===== src/rtl/instr_cache.sv =====
// Direct-mapped, read-only instruction cache: zero-wait hits, one 128-bit block
// refill from the instruction memory on a miss, saturating hit/miss counters.
module instr_cache #(
  parameter int INDEX_BITS = 3,
  parameter int TAG_BITS   = 3,
  parameter int CNT_BITS   = 16
) (
  input  logic                           CLK,
  input  logic                           RESET,
  input  logic [31:0]                    PC,
  output logic [31:0]                    INSTRUCTION,
  output logic                           BUSYWAIT,
  output logic                           MEM_READ,
  output logic [TAG_BITS+INDEX_BITS-1:0] MEM_ADDRESS,
  input  logic [127:0]                   MEM_READDATA,
  input  logic                           MEM_BUSYWAIT,
  output logic [CNT_BITS-1:0]            HIT_COUNT,
  output logic [CNT_BITS-1:0]            MISS_COUNT
);
  localparam int BLK_BITS = TAG_BITS + INDEX_BITS;
  localparam int NUM_BLKS = 1 << INDEX_BITS;

  typedef enum logic {IDLE, FETCH} state_t;

  state_t                state_q, state_d;
  logic [NUM_BLKS-1:0]   valid_q;
  logic [TAG_BITS-1:0]   tag_arr  [NUM_BLKS];
  logic [127:0]          data_arr [NUM_BLKS];
  logic [BLK_BITS-1:0]   miss_blk_q;
  logic [CNT_BITS-1:0]   hit_cnt_q, miss_cnt_q;

  logic [1:0]            pc_off;
  logic [INDEX_BITS-1:0] pc_idx, fill_idx;
  logic [TAG_BITS-1:0]   pc_tag, fill_tag;
  logic [BLK_BITS-1:0]   pc_blk;
  logic                  hit, fill_done, hit_event, miss_event;
  logic [31:0]           blk_words [4];
  logic                  unused_pc;

  assign pc_off    = PC[3:2];
  assign pc_blk    = PC[4 +: BLK_BITS];
  assign pc_idx    = pc_blk[INDEX_BITS-1:0];
  assign pc_tag    = pc_blk[BLK_BITS-1:INDEX_BITS];
  assign fill_idx  = miss_blk_q[INDEX_BITS-1:0];
  assign fill_tag  = miss_blk_q[BLK_BITS-1:INDEX_BITS];
  assign unused_pc = ^{PC[31:4+BLK_BITS], PC[1:0]};

  assign hit        = valid_q[pc_idx] && (tag_arr[pc_idx] == pc_tag);
  assign fill_done  = (state_q == FETCH) && !MEM_BUSYWAIT;
  assign hit_event  = (state_q == IDLE) && hit;
  assign miss_event = (state_q == IDLE) && !hit;

  genvar gi;
  generate
    for (gi = 0; gi < 4; gi++) begin : g_word
      assign blk_words[gi] = data_arr[pc_idx][32*gi +: 32];
    end
  endgenerate

  always_ff @(posedge CLK) begin
    if (RESET) begin
      state_q    <= IDLE;
      valid_q    <= '0;
      miss_blk_q <= '0;
      hit_cnt_q  <= '0;
      miss_cnt_q <= '0;
    end else begin
      state_q <= state_d;
      if (miss_event) miss_blk_q <= pc_blk;
      if (fill_done) valid_q[fill_idx] <= 1'b1;
      if (hit_event && hit_cnt_q != '1) hit_cnt_q <= hit_cnt_q + CNT_BITS'(1);
      if (miss_event && miss_cnt_q != '1) miss_cnt_q <= miss_cnt_q + CNT_BITS'(1);
    end
  end

  // Tag/data storage is deliberately left out of reset; valid_q alone gates it.
  always_ff @(posedge CLK) begin
    if (!RESET && fill_done) begin
      tag_arr[fill_idx]  <= fill_tag;
      data_arr[fill_idx] <= MEM_READDATA;
    end
  end

  always_comb begin
    state_d = state_q;
    case (state_q)
      IDLE:  if (!hit) state_d = FETCH;
      FETCH: if (!MEM_BUSYWAIT) state_d = IDLE;
    endcase
  end

  always_comb begin
    BUSYWAIT    = 1'b0;
    MEM_READ    = 1'b0;
    MEM_ADDRESS = '0;
    INSTRUCTION = '0;
    if (!RESET) begin
      case (state_q)
        IDLE: begin
          BUSYWAIT    = !hit;
          INSTRUCTION = blk_words[pc_off];
        end
        FETCH: begin
          BUSYWAIT    = 1'b1;
          MEM_READ    = 1'b1;
          MEM_ADDRESS = miss_blk_q;
        end
      endcase
    end
  end

  assign HIT_COUNT  = hit_cnt_q;
  assign MISS_COUNT = miss_cnt_q;
endmodule


===== config.mk =====
export PLATFORM = sky130hd
export DESIGN_NAME = instr_cache
export DESIGN_NICKNAME = d
export VERILOG_FILES = /design/src/rtl/instr_cache.sv
export SDC_FILE = /design/constraint.sdc
export NUM_CORES = 1
export LEC_CHECK = 0
export BUFFER_PORTS_ARGS = -buffer_cell sky130_fd_sc_hd__buf_2
export CORE_MARGIN = 2
export CORE_UTILIZATION = 50
export DETAILED_ROUTE_END_ITERATION = 10
export PLACE_DENSITY = 0.74
export SLEW_MARGIN = 40
export SYNTH_ARGS = -nofsm -noshare
export SYNTH_HDL_FRONTEND = slang
export SYNTH_SLANG_ARGS = --single-unit

===== constraint.sdc =====
create_clock -name CLK -period 29.7 [get_ports CLK]
set_input_delay 2.97 -clock CLK [delete_from_list [all_inputs] [get_ports CLK]]
set_output_delay 2.97 -clock CLK [all_outputs]
set_load 0.02 [all_outputs]

# Yosys cells after proc, flatten, opt, wreduce, memory -nomap -nowiden
# Memories as Yosys holds them, arrays and structs flattened.
# Index checks and enable logic that the tools add are counted.
# Widths: inputs -> output; s select.
classes:
  n_eq_ne: 3
  n_bitwise: 3
  muxes: 20
  reduce_logical: 11
  n_addsub: 2
  order_cmp: 4
op_table:
  columns: ["op", "n"]
  rows:
  - ["$mux 32", 4]
  - ["$bmux 32 s2", 1]
  - ["$add 16x1->16 const B", 2]
  - ["$ne 16x16->1 const B", 2]
  - ["$mux 6", 2]
  - ["$mux 1", 9]
  - ["$logic_and 1x1->1", 8]
  - ["$lt 3x4->1 const B", 2]
  - ["$or 8x8->8", 1]
  - ["$pmux 1 s2", 2]
  - ["$bmux 1 s3", 1]
  - ["$demux 1 s3", 1]
  - ["$eq 3x3->1", 1]
  - ["$ge 3x1->1 const B", 1]
  - ["$ge 3x3->1 const B", 1]
  - ["$logic_not 1->1", 3]
  - ["$not 2->3", 1]
  - ["$not 1->1", 1]
totals:
  n_memories: 2
  reg_bits: 47
  in_bits: 163
  ram_bits: 1048
memory_table:
  columns: ["name", "depth", "word_bits", "read_ports", "rd_ports_with_merged_regs", "write_ports", "line_no", "rtl"]
  rows:
  - ["data_arr", 8, 128, 1, 0, 1, "28", "logic [127:0] data_arr [NUM_BLKS];"]
  - ["tag_arr", 8, 3, 1, 0, 1, "27", "logic [TAG_BITS-1:0] tag_arr [NUM_BLKS];"]

# Longest topological paths before layout
# Gate-level depths: netlist of run 1.
logic_depth:
  ltp_word: 6
  mapped_depth: 10
  depth_no_buf: 7

# Worst setup path after synthesis of run 1
# No wires, ideal clock.
synth_path:
  path_type: "input -> register"
  from: "input port RESET"
  to: "memory data_arr[1][0], enable pin"
  arrival_ps: 12570
  path_slack_ps: 16346
  stages: 5
  required_ps: 28915
  path_cell_list: "clkbuf_1 inv_1 and3_1 nand2b_1 nor3_1"
synth_via:
  elab_chain_cells: 4
synth_rtl:
  columns: ["item", "line_no", "rtl"]
  rows:
  - ["start, declared", "9", "input logic RESET,"]
  - ["$logic_not 1->1", null, null]
  - ["$logic_and 1x1->1", "78", "if (!RESET && fill_done) begin"]
  - ["$mux 1", "78", null]
  - ["$mux 1 (implied by the code)", "80", "data_arr[fill_idx] <= MEM_READDATA;"]
  - ["end, declared", "28", null]
# No other way between the ends.

# Worst setup path in the final report of run 1
layout_path:
  from: "input port PC[5]"
  to: "output port INSTRUCTION[14]"
layout_via:
  elab_chain_cells: 6
layout_rtl:
  columns: ["item", "line_no", "rtl"]
  rows:
  - ["start, declared", "10", "input logic [31:0] PC,"]
  - ["$mem_v2 8x128", null, null]
  - ["$bmux 32 s2", "101", "INSTRUCTION = blk_words[pc_off];"]
  - ["$mux 32 (implied by the code) (2 in a row)", "101", null]
  - ["$mux 32", "98", "case (state_q)"]
  - ["$mux 32", "97", "if (!RESET) begin"]
  - ["end, declared", "11", "output logic [31:0] INSTRUCTION,"]
# No other way between the ends. The select of a mux whose other input is x is not followed.

==> impl_metrics.toml, run 1 <==
[timing]
max_slew.worst_pin.slew_ns = 0.8505
timing.final.hold_violations = 0
maxClockFrequency_ghz = 0.1090
rsz0062_at_grt = "no"
totalNegativeSetupSlack_ns = 0
worst_clock_skew_ns = 0.02096
final-max-slew-violation-count = 0
final_cycle_share_pct = 30.88
slew_headroom_pct = 43.30
hold_ws_ns = 0.4513
setup_viol_count_final = 0
finalCriticalPeriod_ns = 9.171
setup_ws_ns = 20.53

[place]
gpl.final_weighted_congestion = 0.7854
port_buffers = 210
preCtsSetupSlack_ns = 19.76
dpl.hpwl_um = 46740
numPlacedInstances = 3038

[power_and_ir_drop]
ir_worst_vdd_mv = 0.04785
powerDensity_mw_per_mm2 = 65.72
total_leakage_power_nw = 15.49

[route]
avgRoutedWirePerCell_um = 26.84
num_vias = 19550
routed_wirelength_um = 86980
detail_route.vias_per_cell = 6.031
antenna_violating_nets_left = 0
drtIter0Drc = 1763
first_pass_iters = 5
drc = 0

[run]
cap_viol_max_count = 0

[worst_setup_path]
worstPathBufferInverterCount = 4
timing.critical_path.from_type = "input port"
criticalPathCategory = "input port to output pin"
timing.critical_path.arrival_ns = 6.20
crit_required_ns = 26.73
max_stage_delay_ns = 0.62
crit_path_cell_trace = "buf_8 > buf_6 > buf_6 > mux4_2 > mux4_2 > mux2i_1 > nor2_1 > buf_2"
timing.critical_path.slowest_stage_cell = "buf_6"
path_max_fanout = 69
worst_path_dominant_cell_family = "buffers and inverters"
setup.worst_path.end_class = "output pin"

[clocking]
cts.sinks = 1095
postCtsSetupBuffers = 0
skew_pair_late_insertion_delay_ns = 0.66
clk_pin_slew_worst_paths_ns = 0.06
maximum_buffer_depth_of_the_clock_tree = 3
cts_hold_buffers = 0
clock_tree_from_tritoncts = "done"
cts_inserted_buffers = 107
ctsRootBufferMaster = "clkbuf_16"
post_cts_resize_count = 0
cts.htree.levels = 3

[synth]
netlist_top_cells_count = "1048 x edfxtp_1, 325 x mux4_2, 63 x nor2_1"
synth_cell_type_count = 44
synth-seq-cells = 1095
synth-seq-area-share_pct = 77.10
synth_async_sr_flop_share_pct = 0
netlist.top_cell.by_area = "edfxtp_1"
yosys.area.top_type_share_pct = 74.86
postSynth.topFlopCell = "edfxtp_1"
syn_nets = 1975
synth_area_leaders = "edfxtp_1 75%, mux4_2 17%, dfxtp_1 2.2%, mux2i_1 1.3%, nor2_1 0.56%"
synth.cell_area_sq_mm = 0.04204
synth.avg_cell_area_sq_um = 23.22
synth-edff-count = 1048
synth_cells = 1810
yosysMostFrequentCell = "edfxtp_1"
synth_warnings = 0

[floorplan]
start_util_pct = 50.39
die-width_um = 294.0
design.core.area_sq_mm = 0.08342
die-area_sq_mm = 0.08641
placement_rows = 106
ioPinCount = 235
floorplan_die_height_um = 294.0

[cells_and_area]
finalCoreUtilization_pct = 57.56
final-instance-count-excl-fill = 3241
drive_gt1_share_pct = 34.77
relative_area_change_from_synthesis_to_final_layout_pct = 14.23
finish.net_count = 2233
num-fill-cells = 5796

[grt]
grt-ovfl-total = 0
antenna_found_initial = 31
vias_in_the_first_global_route = 20320
pin_count_of_the_biggest_net_entering_global_routing = 91
track_usage_pct = 20.31
global_route_wire_length_before_repair_um = 129900

[run_status]
status = "finished, final reports clean"

[hold_path]
hold_path.class = "flop to flop"
[sequential cells by signal, summed over array words and instances, names as in the netlist]
name	flops
MISS_COUNT	16
state_q	1
miss_blk_q	6
HIT_COUNT	16
tag_arr	24
valid_q	8
data_arr	1024
[cells by family (layout without fill, tap and decap cells)]
kind of cell / Yosys count / count (layout) / share of synthesized area, %
AND/OR/NAND/NOR: 166 / 166 / 2.000
AO/OA/AOI/OAI: 57 / 57 / 0.8870
flip-flops: 1095 / 1095 / 77.10
buffers and inverters: 102 / 449 / 1.009
multiplexers: 385 / 385 / 18.86
adder cells (fa/ha/maj): 2 / 2 / 0.05952
XOR/XNOR: 3 / 3 / 0.08038
other: 0 / 4 / 0
[layout make-up]
| cell class | count | area [sq um] | area share [%] |
|---|---|---|---|
| inverters | 5 | 18.77 | 0.03908 |
| diodes | 4 | 10.01 | 0.02084 |
| repair buffers | 246 | 1570 | 3.270 |
| flip-flops and latches | 1095 | 32410 | 67.50 |
| multi-input cells | 613 | 9270 | 19.30 |
| clock buffers | 123 | 2759 | 5.745 |
| clock inverters | 75 | 629.4 | 1.311 |
| well taps | 1080 | 1351 | 2.814 |
[metrics by stage]
| stage | power (mW) | cell area [sq um] |
|---|---|---|
| 3_3_place_gp | 1.885 | 44420 |
| 3_5_place_dp | 1.892 | 44590 |
| 4_1_cts | 3.184 | 47970 |
| 2_1_floorplan | 1.835 | 42040 |
| 5_1_grt | 3.251 | 48010 |
| 6_report | 3.156 | 48020 |
[path summary, 6_finish.rpt]
path	start	end	slack, ns	cells past startpoint
worst max register to register	state_q$_SDFF_PP0_	data_arr[0][23]$_DFFE_PP_	26.49	6
worst max-delay path	PC[5]	INSTRUCTION[14]	20.53	8
worst min-delay path	valid_q[6]$_SDFFE_PP0P_	valid_q[6]$_SDFFE_PP0P_	0.45	1
worst min register to register	valid_q[6]$_SDFFE_PP0P_	valid_q[6]$_SDFFE_PP0P_	0.45	1
[power by group]
part	internal, mW	total [mW]	switching [mW]	leakage [nW]
clock network	0.737	1.30	0.560	1.64
logic	0.0668	0.152	0.0850	4.04
registers	1.70	1.71	0.00422	9.81
[per-layer routing]
layer / GRT usage [%] / part of all wire (%) / vias up
li1: - / - / 8273
met1: 27.60 / 41 / 10420
met2: 33.47 / 50 / 657
met3: 4.660 / 7.1 / 154
met4: 5.438 / 1.9 / 40
met5: 0 / 0.28 / -
[cell usage in the layout (no fill, tap or decap), drive strengths merged, types with 10 or more instances in the layout]
cell type and instances:
a21oi 20, and3 11, buf 246, clkbuf 123, clkinv 51, clkinvlp 12, dfxtp 47, edfxtp 1048
mux2i 53, mux4 325, nand2 22, nand3 12, nor2 63, nor3 10, or4 11
Note: power is estimated with default switching activity, not from simulation.
==> inputs of run 2 (changes only) <==
--- a/config.mk
+++ b/config.mk
@@ -9,7 +9,7 @@
 export CORE_MARGIN = 2
 export CORE_UTILIZATION = 50
 export DETAILED_ROUTE_END_ITERATION = 10
-export PLACE_DENSITY = 0.74
+export PLACE_DENSITY = 0.77
 export SLEW_MARGIN = 40
 export SYNTH_ARGS = -nofsm -noshare
 export SYNTH_HDL_FRONTEND = slang
==> constraint.sdc (replaced) <==
create_clock -name CLK -period 7.78 [get_ports CLK]
set_input_delay 0.778 -clock CLK [delete_from_list [all_inputs] [get_ports CLK]]
set_output_delay 0.778 -clock CLK [all_outputs]
set_load 0.02 [all_outputs]
==> run 2 against run 1 <==
Compared with the run above: final cell count about the same; register-to-register slack got worse by 22 ns; non-clock buffer count decreased by 2; critical path type unchanged; critical endpoint is now INSTRUCTION[0]; sequential share of layout area decreased by 0.45 points; global-route usage increased by 0.71 points; utilization increased by 0.39 points; critical path depth increased by 1; wire length increased by 4.3%; via count increased by 1.4%; flip-flop and latch count unchanged.
==> impl_metrics.toml, run 2 (synthesis results as in run 1) <==
[cells_and_area]
layout_commonest_cell = "edfxtp_1"
drive_gt1_share_pct = 34.47
num-fill-cells = 5765
layout.cells.most_common_list = "1048 x edfxtp_1, 325 x mux4_2, 206 x buf_2, 109 x clkbuf_16, 57 x nor2_1"
relative_area_change_from_synthesis_to_final_layout_pct = 15.00
regMostFlops = "data_arr"
layout_top_registers = "data_arr (1024), tag_arr (24)"
finish.net_count = 2231
largest_register_ffs = 1024

[clocking]
postCtsSetupBuffers = 0
cts_inserted_buffers = 107
clk_pin_slew_worst_paths_ns = 0.06
skew_pair_late_insertion_delay_ns = 0.67
cts_hold_buffers = 0
clock_tree_from_tritoncts = "done"
maximum_buffer_depth_of_the_clock_tree = 3
cts.htree.levels = 3
post_cts_resize_count = 0
cts.sinks = 1095
ctsRootBufferMaster = "clkbuf_16"

[worst_setup_path]
criticalPathCategory = "input port to output pin"
timing.critical_path.slowest_stage_cell = "mux4_2"
setup.worst_path.end_class = "output pin"
number_of_cells_traversed_by_the_worst_register_to_register_path = 6
worstPathBufferInverterCount = 5
path_depth = 9
crit_path_cell_trace = "buf_8 > buf_16 > buf_12 > buf_16 > mux4_2 > mux4_2 > mux2i_1 > nor2_1 > buf_2"
path_max_fanout = 61
worst_path_dominant_cell_family = "buffers and inverters"
timing.critical_path.arrival_ns = 4.02
max_stage_delay_ns = 0.57
crit_required_ns = 7.00
timing.critical_path.from_type = "input port"

[timing]
worst_clock_skew_ns = 0.02063
setup_viol_count_final = 0
final_cycle_share_pct = 61.66
totalNegativeSetupSlack_ns = 0
timing.final.hold_violations = 0
maxClockFrequency_ghz = 0.2085
final-max-slew-violation-count = 0
setup_ws_ns = 2.983
rsz0062_at_grt = "no"
slew_headroom_pct = 40.93
max_slew.worst_pin.slew_ns = 0.8860
finalCriticalPeriod_ns = 4.797

[floorplan]
die-area_sq_mm = 0.08641
placement_rows = 106
floorplan_die_height_um = 294.0
start_util_pct = 50.39
ioPinCount = 235
design.core.area_sq_mm = 0.08342
die-width_um = 294.0

[route]
avgRoutedWirePerCell_um = 28.00
antenna_violating_nets_left = 0
drtIter0Drc = 1855
num_vias = 19820
first_pass_iters = 6
routed_wirelength_um = 90700
detail_route.vias_per_cell = 6.120
drc = 0

[grt]
vias_in_the_first_global_route = 20700
global_route_wire_length_before_repair_um = 133800
grt-ovfl-total = 0
track_usage_pct = 21.02
pin_count_of_the_biggest_net_entering_global_routing = 145
antenna_found_initial = 23

[place]
dpl.hpwl_um = 47040
gpl.final_weighted_congestion = 0.7891
preCtsSetupSlack_ns = 2.916
port_buffers = 210

[hold_path]
hold_path.class = "input port to flop"
hold_depth = 1

[power_and_ir_drop]
total_leakage_power_nw = 15.59
powerDensity_mw_per_mm2 = 251.8
ir_worst_vdd_mv = 0.1894

[run_status]
status = "finished, final reports clean"

[run]
cap_viol_max_count = 0
==> run 2: changes by cell type in the layout (fill, tap and decap cells not counted), sizes merged <==
cell | before | now
clkinv | 51 | 41
clkbuf | 123 | 132
clkinvlp | 12 | 6
diode | 4 | 9
buf | 246 | 244
inv | 9 | 11
==> run 2: final timing paths <==
check / slack, ns / start / end
worst max-delay path: 2.98 / PC[4] / INSTRUCTION[0]
worst min-delay path: 0.37 / MEM_READDATA[53] / data_arr[1][53]$_DFFE_PP_
worst max register to register: 4.82 / tag_arr[6][2]$_DFFE_PP_ / HIT_COUNT[9]$_SDFFE_PP0P_
worst min register to register: 0.45 / valid_q[5]$_SDFFE_PP0P_ / valid_q[5]$_SDFFE_PP0P_
==> run 2: metrics by stage <==
stage          utilization (%)  power [mW]  cell area [sq um]  instances  hold WS, ns
2_1_floorplan                -       7.002              42050       1810       0.4211
3_3_place_gp             53.24       7.195              44410       3021       0.4274
3_5_place_dp             53.67       7.230              44770       3034       0.4362
4_1_cts                  57.82       12.28              48240       3227       0.3291
5_1_grt                  57.93       12.52              48330       3232       0.3635
6_report                 57.95       12.17              48340       3239       0.3720
==> run 2: per-layer routing <==
| layer | routed length (um) | track usage, % | up-vias |
|---|---|---|---|
| li1 | - | - | 8288 |
| met1 | 36160 | 28.88 | 10590 |
| met2 | 45990 | 34.54 | 773 |
| met3 | 6751 | 4.275 | 143 |
| met4 | 1600 | 5.961 | 30 |
| met5 | 199 | 0 | - |
==> run 2: power breakdown <==
group	leakage (nW)	internal, mW	switching, mW
combinational	4.10	0.262	0.330
clock	1.68	2.88	2.18
sequential	9.81	6.50	0.0171
==> run 2: final cells by class <==
| class | count | area [sq um] | area share, % |
|---|---|---|---|
| Antenna cell | 9 | 22.52 | 0.04659 |
| Timing Repair Buffer | 244 | 1793 | 3.709 |
| Inverter | 5 | 18.77 | 0.03882 |
| Clock inverter | 61 | 609.3 | 1.260 |
| Clock buffer | 132 | 2855 | 5.906 |
| Multi-Input combinational cell | 613 | 9283 | 19.20 |
| Sequential cell | 1095 | 32410 | 67.04 |
| Tap cell | 1080 | 1351 | 2.795 |
